### src/rtl/sort4_ctrl_pkg.sv
// Shared definitions for the sort4_ctrl sorting sequencer.
//   ELEM_W  : element width, fixed by the 2-bit comparator
//   SWAPS_W : width of the saturating swap counter
//   state_t : controller states (LOAD / SORT / DRAIN)
package sort4_ctrl_pkg;

    localparam int unsigned ELEM_W  = 2;
    localparam int unsigned SWAPS_W = 8;

    typedef enum logic [1:0] {
        ST_LOAD  = 2'd0,
        ST_SORT  = 2'd1,
        ST_DRAIN = 2'd2
    } state_t;

endpackage

### src/rtl/sort4_ctrl_cmp.sv
// Existing 2-bit combinational magnitude comparator.
//   x, y : operands
//   eq   : x == y
//   le   : x <= y
//   gt   : x >  y
module sort4_ctrl_cmp
    import sort4_ctrl_pkg::*;
(
    input  logic [ELEM_W-1:0] x,
    input  logic [ELEM_W-1:0] y,
    output logic              eq,
    output logic              le,
    output logic              gt
);

    assign eq = (x == y);
    assign le = (x <= y);
    assign gt = (x >  y);

endmodule

### src/rtl/sort4_ctrl.sv
// Sequential bubble-sort controller time-sharing one comparator.
// Loads N elements over a valid/ready stream, sorts them in place with one
// compare per cycle (early exit on a swap-free pass), then streams them out
// in ascending order.
//   clk, rst_n          : clock, synchronous active-low reset
//   in_valid/in_ready   : input handshake, in_data element to load
//   out_valid/out_ready : output handshake, out_data sorted element
//   busy                : high while sorting or draining
//   swaps               : saturating swap count of the last/current batch
module sort4_ctrl
    import sort4_ctrl_pkg::*;
#(
    parameter int unsigned N = 4
) (
    input  logic               clk,
    input  logic               rst_n,
    input  logic               in_valid,
    output logic               in_ready,
    input  logic [ELEM_W-1:0]  in_data,
    output logic               out_valid,
    input  logic               out_ready,
    output logic [ELEM_W-1:0]  out_data,
    output logic               busy,
    output logic [SWAPS_W-1:0] swaps
);

    localparam int unsigned CNT_W = $clog2(N);
    localparam logic [CNT_W-1:0] LAST_IDX = CNT_W'(N - 1);
    localparam logic [CNT_W-1:0] LAST_CMP = CNT_W'(N - 2);
    localparam logic [SWAPS_W-1:0] SWAPS_MAX = {SWAPS_W{1'b1}};

    state_t             state, state_nxt;
    logic [CNT_W-1:0]   ld_idx, ld_idx_nxt;
    logic [CNT_W-1:0]   out_idx, out_idx_nxt;
    logic [CNT_W-1:0]   i, i_nxt;
    logic [CNT_W-1:0]   pass, pass_nxt;
    logic               swapped, swapped_nxt;
    logic [SWAPS_W-1:0] swaps_nxt;
    logic [ELEM_W-1:0]  regs     [N];
    logic [ELEM_W-1:0]  regs_nxt [N];

    logic               in_ready_nxt;
    logic               out_valid_nxt;
    logic               busy_nxt;
    logic [ELEM_W-1:0]  out_data_nxt;

    logic [CNT_W-1:0]   i_plus1;
    logic               cmp_gt;
    logic               cmp_eq_unused;
    logic               cmp_le_unused;
    logic               swap_any;

    assign i_plus1 = i + CNT_W'(1);

    // Single shared comparator: always looks at the adjacent pair under i.
    sort4_ctrl_cmp u_cmp (
        .x  (regs[i]),
        .y  (regs[i_plus1]),
        .eq (cmp_eq_unused),
        .le (cmp_le_unused),
        .gt (cmp_gt)
    );

    // State, counters, register file and registered outputs.
    always_ff @(posedge clk) begin
        if (!rst_n) begin
            state     <= ST_LOAD;
            ld_idx    <= '0;
            out_idx   <= '0;
            i         <= '0;
            pass      <= '0;
            swapped   <= 1'b0;
            swaps     <= '0;
            in_ready  <= 1'b1;
            out_valid <= 1'b0;
            busy      <= 1'b0;
            out_data  <= '0;
            for (int k = 0; k < int'(N); k++) begin
                regs[k] <= '0;
            end
        end else begin
            state     <= state_nxt;
            ld_idx    <= ld_idx_nxt;
            out_idx   <= out_idx_nxt;
            i         <= i_nxt;
            pass      <= pass_nxt;
            swapped   <= swapped_nxt;
            swaps     <= swaps_nxt;
            in_ready  <= in_ready_nxt;
            out_valid <= out_valid_nxt;
            busy      <= busy_nxt;
            out_data  <= out_data_nxt;
            for (int k = 0; k < int'(N); k++) begin
                regs[k] <= regs_nxt[k];
            end
        end
    end

    // Next-state, datapath and output decode.
    always_comb begin
        state_nxt   = state;
        ld_idx_nxt  = ld_idx;
        out_idx_nxt = out_idx;
        i_nxt       = i;
        pass_nxt    = pass;
        swapped_nxt = swapped;
        swaps_nxt   = swaps;
        swap_any    = swapped;
        for (int k = 0; k < int'(N); k++) begin
            regs_nxt[k] = regs[k];
        end

        unique case (state)
            ST_LOAD: begin
                // in_ready is high exactly in LOAD, so it gates acceptance.
                if (in_valid && in_ready) begin
                    regs_nxt[ld_idx] = in_data;
                    if (ld_idx == LAST_IDX) begin
                        ld_idx_nxt  = '0;
                        pass_nxt    = '0;
                        i_nxt       = '0;
                        swapped_nxt = 1'b0;
                        swaps_nxt   = '0;
                        state_nxt   = ST_SORT;
                    end else begin
                        ld_idx_nxt = ld_idx + CNT_W'(1);
                    end
                end
            end

            ST_SORT: begin
                // Strict gt only: equal elements keep their order.
                if (cmp_gt) begin
                    regs_nxt[i]       = regs[i_plus1];
                    regs_nxt[i_plus1] = regs[i];
                    if (swaps != SWAPS_MAX) begin
                        swaps_nxt = swaps + SWAPS_W'(1);
                    end
                end
                swap_any = swapped | cmp_gt;

                if (i == LAST_CMP) begin
                    i_nxt       = '0;
                    swapped_nxt = 1'b0;
                    if (!swap_any || (pass == LAST_CMP)) begin
                        pass_nxt    = '0;
                        out_idx_nxt = '0;
                        state_nxt   = ST_DRAIN;
                    end else begin
                        pass_nxt = pass + CNT_W'(1);
                    end
                end else begin
                    i_nxt       = i_plus1;
                    swapped_nxt = swap_any;
                end
            end

            ST_DRAIN: begin
                if (out_valid && out_ready) begin
                    if (out_idx == LAST_IDX) begin
                        out_idx_nxt = '0;
                        state_nxt   = ST_LOAD;
                    end else begin
                        out_idx_nxt = out_idx + CNT_W'(1);
                    end
                end
            end

            default: begin
                state_nxt = ST_LOAD;
            end
        endcase

        // Outputs are decoded from next state so they register in step with it.
        in_ready_nxt  = (state_nxt == ST_LOAD);
        out_valid_nxt = (state_nxt == ST_DRAIN);
        busy_nxt      = (state_nxt == ST_SORT) || (state_nxt == ST_DRAIN);
        out_data_nxt  = (state_nxt == ST_DRAIN) ? regs_nxt[out_idx_nxt] : '0;
    end

endmodule

### config.mk
export PLATFORM = sky130hd
export DESIGN_NAME = sort4_ctrl
export DESIGN_NICKNAME = d
export VERILOG_FILES = /design/src/rtl/sort4_ctrl_pkg.sv /design/src/rtl/sort4_ctrl_cmp.sv /design/src/rtl/sort4_ctrl.sv
export SDC_FILE = /design/constraint.sdc
export NUM_CORES = 1
export LEC_CHECK = 0
export BUFFER_PORTS_ARGS = -buffer_cell sky130_fd_sc_hd__buf_4
export CAP_MARGIN = 20
export CELL_PAD_IN_SITES_DETAIL_PLACEMENT = 0
export CELL_PAD_IN_SITES_GLOBAL_PLACEMENT = 1
export CORE_MARGIN = 2
export CORE_UTILIZATION = 40
export DETAILED_ROUTE_END_ITERATION = 10
export PLACE_DENSITY = 0.82
export SYNTH_ARGS = -nofsm -noshare
export SYNTH_HDL_FRONTEND = slang
export SYNTH_SLANG_ARGS = --single-unit
### constraint.sdc
create_clock -name clk -period 10.1 [get_ports clk]
set_clock_uncertainty 0.15 [all_clocks]
set_input_delay 1.01 -clock clk [delete_from_list [all_inputs] [get_ports clk]]
set_output_delay 1.01 -clock clk [all_outputs]
set_load 0.1 [all_outputs]
==> results.yml, run 1 <==
logic_synthesis:
  synthTopCellsByArea: "dfxtp_1, ha_1, nor2_1"
  yosysWarningCount: 0
  synth_area_leader_cell: "dfxtp_1"
  synth_most_common_cell: "dfxtp_1"
  ys_types: 64
  netlist.area_leader.share: 0.2827
  syn_avg_cell_area_sq_um: 8.691
  ys.flop_type: "dfxtp_1"
  synthArstFlopShare: 0
  ys_ff_latch: 34
  synthCells: 277
  syn_area_sq_mm: 0.002407
  ys_seq_area_frac: 0.2827
  synth_enable_flop_cells: 0
  syn-num-nets: 305
  synthTopCellsByCount: "dfxtp_1, nor2_1, ha_1"
worst_setup_path:
  startpoint_type: "register"
  cp_data_required_time_ps: 10160
  path_cells: "inv_1, ha_1, mux2_2, mux2_2, inv_1, ha_1, nor2b_4, o21ai_2, o21ai_2, o31ai_1, ha_1, nand2_1, a31oi_1, nor4bb_1"
  slowest_stage: "dfxtp_1"
  crit_arrival_ps: 4420
  slowest_delay_ps: 610
  crit_path_end_kind: "register"
  cp_top_family: "adder cells"
  reg2reg_slack_ps: 5740
  path_max_fanout: 14
  path_buf_inv: 2
  worst_path_most_repeated_cell: "ha_1"
  crit_type: "reg -> reg"
floorplan:
  rows: 28
  die_h_microns: 81.58
  core_area_sq_mm: 0.005851
  fp.dieW_microns: 81.58
  die_area_sq_mm: 0.006654
  start_util: 0.4115
  num_io_pins: 19
cts:
  cts_root_buf: "clkbuf_8"
  hold_buffers: 0
  numCtsBuffers: 5
  h-tree-depth: 2
  cts-resized-gates: 0
  cts_max_path_buffers: 2
  insertion_delay_ps: 300
  cts_tree: "built"
  cts_setup_buffers: 0
  clk_pin_slew_ps: 80
  cts_sinks: 34
pwr:
  clock_power_share: 0.471
  p_per_area_mw_per_mm2: 118.5
  swShare: 0.2356
  switchingPower_uw: 76.34
  peakVddDrop_mv: 0.08645
  p_int_uw: 247.7
  power.static_leakage_nw: 1.108
  seqPwrFrac: 0.429
  p_comb_frac: 0.100
global_routing:
  grt_pass1_wl_microns: 9956
  first_global_vias: 2020
  grt_max_degree: 17
  grt_overflow: 0
  antenna_found_initial: 0
  grt.total_usage: 0.1988
cells_and_area:
  n_fill_cell: 572
  antenna_cells: 0
  area_delta_synth_final_pct: 13.57
  nets: 323
  drive_gt1_frac: 0.1554
placed_design:
  pre_cts_ws_ps: 5801
  port_buffers: 18
  place_congestion: 0.9012
  hpwl_microns: 4499
sta:
  max_freq_mhz: 229.3
  tightest_slew_ps: 598.9
  fin_tns_setup_ps: 0
  setup_viol: 0
  period_minus_slack_ps: 4361
  drv_slew: 0
  fin_crit_sh: 0.4318
  finalHoldViolations: 0
  rsz0062_at_grt: "false"
  setup_ws_ps: 5739
  slew_headroom: 0.6007
drt:
  avgViaCountPerCell: 5.739
  dr.first_iter.drc_count: 148
  wirelength_microns: 6063
  drc: 0
  drt_pass1_iterations: 4
  drt-wirelength-per-cell_microns: 16.34
  num_vias: 2129
  ant_nets: 0
min_path:
  holdCritPathClass: "reg -> reg"
outcome:
  status: "finished, final reports clean"
run:
  cap_violations: 0
==> layout make-up <==
type / instances / area, sq um / share of cell area
clock buffer: 5 / 68.82 / 0.02517
clock inverter: 3 / 68.82 / 0.02517
inverter: 16 / 60.06 / 0.02197
multi-input combinational: 220 / 1627 / 0.5950
sequential: 34 / 680.7 / 0.2490
tap: 75 / 93.84 / 0.03432
timing repair buffer: 18 / 135.1 / 0.04943
==> routing by layer <==
metal,track usage,share of wire,up-vias
li1,-,-,1060
met5,0,0,-
met3,0.03736,0.052,17
met1,0.2651,0.45,987
met2,0.3049,0.47,65
met4,0.1050,0.025,0
==> worst min-delay path, cell delays in order, from the launching register on <==
cell       delay, ps
dfxtp_1          330
a2bb2oi_1         60
nor2_1            70
==> path summary, 6_finish.rpt <==
path	from	to	cells after the start
worst min register to register	pass[1]$_SDFFE_PN0P_	pass[1]$_SDFFE_PN0P_	2
worst max register to register	i[0]$_SDFFE_PN0P_	out_data[1]$_SDFF_PN0_	14
worst min-delay path	pass[1]$_SDFFE_PN0P_	pass[1]$_SDFFE_PN0P_	2
worst max-delay path	i[0]$_SDFFE_PN0P_	out_data[1]$_SDFF_PN0_	14
==> registers in the layout, indices dropped and copies added (netlist names), 2 cells and up, named ones only <==
register	flops
regs	8
pass	2
ld_idx	2
swaps	8
out_data	2
out_idx	2
i	2
state	2
==> power by group through the flow <==
stage | Clock, mW | Combinational [mW] | Sequential [mW]
6_report | 0.153 | 0.0324 | 0.139
5_1_grt | 0.162 | 0.0358 | 0.139
4_1_cts | 0.156 | 0.0321 | 0.139
3_5_place_dp | 0 | 0.0318 | 0.142
3_3_place_gp | 0 | 0.0313 | 0.142
2_1_floorplan | 0 | 0.0226 | 0.142
==> per-stage QoR <==
step | instance area (sq um) | hold WS, ps | power (mW) | std cells | util
final | 2734 | 347.2 | 0.3241 | 371 | 0.4673
after global routing | 2734 | 390.6 | 0.3374 | 371 | 0.4673
after CTS | 2734 | 353.0 | 0.3269 | 371 | 0.4673
after global placement | 2596 | 327.0 | 0.1733 | 363 | 0.4438
after floorplan | 2407 | 309.5 | 0.1643 | 277 | -
after detailed placement | 2596 | 335.8 | 0.1738 | 363 | 0.4438
==> cell usage in the layout, fill, tap and decap left out, drive strengths merged, types with 4 or more instances in the layout <==
master,Yosys,final
and2,11,11
dfxtp,34,34
nor2b,7,7
a21oi,11,11
and3,5,5
nand2,21,21
a211oi,5,5
nand4,8,8
mux2i,8,8
o22ai,5,5
ha,22,22
nor2,24,24
inv,16,16
o21ai,11,11
xor2,6,6
buf,4,18
o21a,4,4
nand2b,6,6
nor3,7,7
clkbuf,3,5
mux2,5,5
nand3,7,7
==> kinds of logic after synthesis <==
group	after synthesis	share of synthesized area
fa+ha+maj	22	0.1143
buf+inv	23	0.04158
compound gates	70	0.2297
simple gates	108	0.2422
xor+xnor	6	0.02183
flops	34	0.2827
mux	14	0.06757
Power figures use the tool's default switching activity.
==> inputs of run 2 (changes only) <==
--- a/config.mk
+++ b/config.mk
@@ -5,6 +5,7 @@
 export SDC_FILE = /design/constraint.sdc
 export NUM_CORES = 1
 export LEC_CHECK = 0
+export ABC_AREA = 1
 export BUFFER_PORTS_ARGS = -buffer_cell sky130_fd_sc_hd__buf_4
 export CAP_MARGIN = 20
 export CELL_PAD_IN_SITES_DETAIL_PLACEMENT = 0
@@ -12,7 +13,7 @@
 export CORE_MARGIN = 2
 export CORE_UTILIZATION = 40
 export DETAILED_ROUTE_END_ITERATION = 10
-export PLACE_DENSITY = 0.82
+export PLACE_DENSITY = 0.86
 export SYNTH_ARGS = -nofsm -noshare
 export SYNTH_HDL_FRONTEND = slang
 export SYNTH_SLANG_ARGS = --single-unit
==> constraint.sdc (replaced) <==
create_clock -name clk -period 4.45 [get_ports clk]
set_clock_uncertainty 0.15 [all_clocks]
set_input_delay 0.445 -clock clk [delete_from_list [all_inputs] [get_ports clk]]
set_output_delay 0.445 -clock clk [all_outputs]
set_load 0.1 [all_outputs]
==> run 2 against run 1 <==
Worst hold slack lost 100 ps. Critical path type unchanged. Sequential power grew 130%. Global-route usage shrank 0.40 points. Count of clock-buffer cells in the layout grew 1. Sequential cell count is the same. Worst setup slack lost 4400 ps. Via count grew 4.4%. Combinational power grew to 4.1 times the previous value.
==> results.yml, run 2 <==
cts:
  cts_setup_buffers: 0
  h-tree-depth: 2
  cts_tree: "built"
  cts_root_buf: "clkbuf_8"
  cts-resized-gates: 0
  cts_max_path_buffers: 2
  clk_pin_slew_ps: 70
  numCtsBuffers: 5
  hold_buffers: 0
  cts_sinks: 34
  insertion_delay_ps: 290
drt:
  avgViaCountPerCell: 5.052
  num_vias: 2223
  ant_nets: 0
  dr.first_iter.drc_count: 203
  drc: 0
  drt_pass1_iterations: 4
  drt-wirelength-per-cell_microns: 13.07
  wirelength_microns: 5751
floorplan:
  core_area_sq_mm: 0.005574
  num_io_pins: 19
  die_area_sq_mm: 0.006490
  rows: 27
  fp.dieW_microns: 80.56
  start_util: 0.4207
  die_h_microns: 80.56
outcome:
  status: "finished, final reports clean"
cells_and_area:
  antenna_cells: 0
  nets: 395
  mostFrequentLayoutCells: "nand2_1, inv_1, a21oi_1, dfxtp_1, nand3_1"
  fin_area_sq_mm: 0.002634
  final_common_cell: "nand2_1"
  reg_top3: "regs: 8 flops, swaps: 8 flops"
  area_delta_synth_final_pct: 12.33
  drive_gt1_frac: 0.1495
sta:
  fin_tns_setup_ps: 0
  finalHoldViolations: 0
  slew_headroom: 0.6228
  period_minus_slack_ps: 3149
  drv_slew: 0
  rsz0062_at_grt: "false"
  fin_crit_sh: 0.7076
  setup_viol: 0
  tightest_slew_ps: 562.3
  max_freq_mhz: 317.6
logic_synthesis:
  synthArstFlopShare: 0
  synthTopCellsByCount: "nand2_1, inv_1, a21oi_1, dfxtp_1, nand3_1"
  syn_area_sq_mm: 0.002345
  synth_area_leader_cell: "dfxtp_1"
  synthCells: 347
  synthTopCellsByArea: "dfxtp_1, nand2_1, ha_1"
  syn-num-nets: 375
  ys.flop_type: "dfxtp_1"
  netlist.area_leader.share: 0.2903
  yosysWarningCount: 0
  syn_avg_cell_area_sq_um: 6.757
  ys_types: 35
  ys_seq_area_frac: 0.2903
  synth_most_common_cell: "nand2_1"
  ys_ff_latch: 34
  synth_enable_flop_cells: 0
global_routing:
  grt_util_met2: 0.3300
  met1_usage: 0.2534
  first_global_vias: 2132
  busiest_layer: "met2"
  grt_overflow: 0
  grt_pass1_wl_microns: 9798
  antenna_found_initial: 0
  use_met3: 0.03483
  grt_max_degree: 20
  grt.total_usage: 0.1948
placed_design:
  hpwl_microns: 4444
  place_congestion: 0.9026
  port_buffers: 18
  placed_area_sq_mm: 0.002539
worst_setup_path:
  reg2reg_slack_ps: 1300
  slowest_stage: "dfxtp_1"
  path_cells: "inv_2, ha_1, inv_1, nand3_1, nand2_1, inv_1, ha_1, nand2_1, nand2_8, nand2_1, nand2_1, nand2_1, o21ai_0, nand2_1, ha_1, or2_2"
  r2r-start: "i[0]$_SDFFE_PN0P_"
  path_max_fanout: 10
  reg2reg_depth: 16
  crit_start: "i[0]$_SDFFE_PN0P_"
  crit_type: "reg -> reg"
  worst_path_most_repeated_cell: "nand2_1"
  crit_path_end_kind: "register"
  crit_arrival_ps: 3170
  cp_data_required_time_ps: 4470
  r2r_end: "in_ready$_SDFF_PN1_"
  startpoint_type: "register"
  endpoint: "in_ready$_SDFF_PN1_"
  slowest_delay_ps: 530
pwr:
  p_per_area_mw_per_mm2: 264.9
  switchingPower_uw: 218.6
  peakVddDrop_mv: 0.1763
  p_comb_frac: 0.192
  p_int_uw: 479.1
  seqPwrFrac: 0.460
  swShare: 0.3133
  clock_power_share: 0.348
  power.static_leakage_nw: 1.176
run:
  cap_violations: 0
min_path:
  holdCritPathClass: "in -> reg"
run 2: cell types whose count changed after synthesis, moves of 5 or more:
cell	before	now
a21oi_1	9	34
and2_1	11	0
and3_1	5	0
inv_1	15	52
inv_2	1	7
mux2i_1	8	0
nand2_1	21	82
nand2_2	0	8
nand2b_1	5	0
nand3_1	7	29
nand4_1	8	0
nor2b_1	6	0
o21ai_0	4	12
xor2_1	6	0
run 2: kinds of logic after synthesis:
| family | synth area share |
|---|---|
| simple gates | 0.3159 |
| compound gates | 0.1670 |
| buf+inv | 0.1094 |
| flops | 0.2903 |
| fa+ha+maj | 0.1174 |
run 2: stage by stage:
step                std cells  hold WS, ps  setup slack (ps)  total power, mW  utilization
detailed placement        432        306.9              1340           0.4593       0.4554
finish                    440        245.5              1301           0.6977       0.4725
global placement          432        304.4              1437           0.4583       0.4554
global route              440        242.9              1057           0.7381       0.4725
floorplan                 347        287.0              1609           0.4276            -
CTS                       440        240.4              1331           0.7036       0.4725
run 2: worst min-delay path by stage:
stage | startpoint | endpoint | slack (ps) | cells past startpoint
2_1_floorplan | pass[0]$_SDFFE_PN0P_ | pass[0]$_SDFFE_PN0P_ | 290 | 1
3_3_place_gp | pass[0]$_SDFFE_PN0P_ | pass[0]$_SDFFE_PN0P_ | 300 | 1
3_5_place_dp | pass[0]$_SDFFE_PN0P_ | pass[0]$_SDFFE_PN0P_ | 310 | 1
4_1_cts | rst_n | busy$_SDFF_PN0_ | 240 | 3
5_1_grt | rst_n | busy$_SDFF_PN0_ | 240 | 3
6_report | rst_n | busy$_SDFF_PN0_ | 250 | 3
run 2: critical path, delay by kind of cell, from the launching register on:
kind            cells  cell delay, ps
simple gates        9            1100
fa+ha+maj           3             810
flops               1             530
buf+inv             3             280
compound gates      1             170
run 2: per-layer routing:
layer | part of all wire | wire, microns | up-vias
met4 | 0.010 | 59 | 0
met1 | 0.48 | 2784 | 996
met2 | 0.46 | 2657 | 61
met5 | 0 | 0 | -
li1 | - | - | 1159
met3 | 0.043 | 250 | 7
run 2: layout make-up:
type / instances / area (sq um)
Clock buffer: 6 / 82.58
Clock inverter: 2 / 12.51
Fill cell: 596 / 2940
Inverter: 60 / 225.2
Multi-Input combinational cell: 248 / 1408
Sequential cell: 34 / 680.7
Tap cell: 72 / 90.09
Timing Repair Buffer: 18 / 135.1
run 2: power groups by stage:
stage                     Combinational [mW]  Clock [mW]  Sequential (mW)
after floorplan                       0.0994           0            0.328
after global placement                 0.131           0            0.328
after detailed placement               0.132           0            0.328
after CTS                              0.132       0.251            0.320
after global routing                   0.151       0.265            0.322
final                                  0.134       0.243            0.321
==> inputs of run 3 (changes only) <==
==> constraint.sdc (replaced) <==
create_clock -name clk -period 2.99 [get_ports clk]
set_clock_uncertainty 0.15 [all_clocks]
set_input_delay 0.299 -clock clk [delete_from_list [all_inputs] [get_ports clk]]
set_output_delay 0.299 -clock clk [all_outputs]
set_load 0.1 [all_outputs]
==> run 3 against run 2 <==
Worst hold slack worse by 150 ps. Sequential share of layout area is 0.26 points lower. Clock power is 44% higher. Critical path depth stayed put. Worst setup slack worse by 1100 ps. Count of clock-buffer cells in the layout is 1 higher. Final cell count is 0.91% higher.
==> results.yml, run 3 (synthesis results as in run 2) <==
worst_setup_path:
  crit_start: "i[1]$_SDFFE_PN0P_"
  cp_data_required_time_ps: 3020
  path_max_fanout: 10
  crit_path_end_kind: "register"
  reg2reg_depth: 16
  crit_type: "reg -> reg"
  crit_arrival_ps: 2800
  r2r-start: "i[1]$_SDFFE_PN0P_"
  startpoint_type: "register"
outcome:
  status: "finished, final reports clean"
global_routing:
  antenna_found_initial: 0
  grt_max_degree: 20
  first_global_vias: 2067
  grt_overflow: 0
  grt_pass1_wl_microns: 9335
  grt.total_usage: 0.1871
drt:
  drc: 0
  avgViaCountPerCell: 4.935
  ant_nets: 0
  num_vias: 2191
  wirelength_microns: 5608
  dr.first_iter.drc_count: 103
  drt_pass1_iterations: 4
  drt-wirelength-per-cell_microns: 12.63
sta:
  holdWs_ps: 94.96
  period_minus_slack_ps: 2778
  slew_headroom: 0.7599
  setup_viol: 0
  tightest_slew_ps: 360.2
  max_freq_mhz: 360.0
  setup_ws_ps: 212.0
  fin_tns_setup_ps: 0
  fin_crit_sh: 0.9291
  rsz0062_at_grt: "false"
  drv_slew: 0
  finalHoldViolations: 0
placed_design:
  port_buffers: 18
  hpwl_microns: 4486
  place_congestion: 0.9203
  pre_cts_ws_ps: 184.5
floorplan:
  start_util: 0.4207
  rows: 27
  die_area_sq_mm: 0.006490
  core_area_sq_mm: 0.005574
  fp.dieW_microns: 80.56
  num_io_pins: 19
  die_h_microns: 80.56
cells_and_area:
  nets: 399
  area_delta_synth_final_pct: 13.45
  antenna_cells: 0
  reg_top3: "regs: 8 flops, swaps: 8 flops"
  mostFrequentLayoutCells: "nand2_1, inv_1, a21oi_1, dfxtp_1, nand3_1"
  drive_gt1_frac: 0.1559
  final_common_cell: "nand2_1"
cts:
  cts_setup_buffers: 0
  numCtsBuffers: 5
  clk_pin_slew_ps: 70
  cts_root_buf: "clkbuf_8"
  cts_max_path_buffers: 2
  cts-resized-gates: 0
  cts_sinks: 34
  insertion_delay_ps: 280
  cts_tree: "built"
  hold_buffers: 0
  h-tree-depth: 2
min_path:
  min_path_cells: 3
  hp-start: "rst_n"
  holdCritPathClass: "in -> reg"
pwr:
  clock_power_share: 0.342
  seqPwrFrac: 0.465
  switchingPower_uw: 310.4
  p_per_area_mw_per_mm2: 385.7
  peakVddDrop_mv: 0.3067
  p_int_uw: 715.5
  swShare: 0.3026
  p_comb_frac: 0.193
  power.static_leakage_nw: 1.197
run:
  cap_violations: 0
[run 3: cell count changes in the layout (fill, tap and decap cells not counted)]
cell	delta
buf_4	+4
clkbuf_1	+1
clkinvlp_4	-1
o21ai_0	-1
o21ai_1	+1
[run 3: critical path: stages (launching register included)]
cell and delay [ps]:
dfxtp_1 330, inv_1 90, ha_1 320, inv_1 60, nand3_1 100, nand2_2 90, ha_1 300, nand2_1 160
nand2_8 110, nand2_1 70, nand2_1 60, nand2_1 100, nand2_2 70, nand3_1 80, nand2_1 100, ha_1 200
or2_2 280
[run 3: worst paths after layout]
check | end | slack, ps
worst max register to register | in_ready$_SDFF_PN1_ | 210
worst max-delay path | in_ready$_SDFF_PN1_ | 210
worst min register to register | pass[0]$_SDFFE_PN0P_ | 320
worst min-delay path | busy$_SDFF_PN0_ | 90
[run 3: layout make-up]
class | count | area (sq um)
fillers | 582 | 2914
multi-input cells | 248 | 1408
flip-flops and latches | 34 | 680.7
inverters | 60 | 225.2
repair buffers | 22 | 165.2
well taps | 72 | 90.09
clock buffers | 7 | 86.33
clock inverters | 1 | 5.005
[run 3: layer usage]
layer / vias to the layer above / GRT usage / wire (microns)
met2: 42 / 0.3158 / 2682
met4: 0 / 0.05763 / 78
li1: 1163 / - / -
met5: - / 0 / 0
met1: 978 / 0.2397 / 2650
met3: 8 / 0.03596 / 196
[run 3: stage by stage]
stage,instance area [sq um],std cells,utilization,total power [mW]
finish,2660,444,0.4772,1.026
floorplan,2345,347,-,0.6364
CTS,2660,444,0.4772,1.037
global placement,2569,436,0.4608,0.6830
global route,2660,444,0.4772,1.078
detailed placement,2569,436,0.4608,0.6853
[run 3: power groups by stage]
| stage | sequential [mW] | clock, mW | combinational (mW) |
|---|---|---|---|
| 5_1_grt | 0.478 | 0.377 | 0.223 |
| 4_1_cts | 0.476 | 0.361 | 0.199 |
| 2_1_floorplan | 0.488 | 0 | 0.148 |
| 3_3_place_gp | 0.487 | 0 | 0.196 |
| 3_5_place_dp | 0.487 | 0 | 0.199 |
| 6_report | 0.477 | 0.351 | 0.198 |
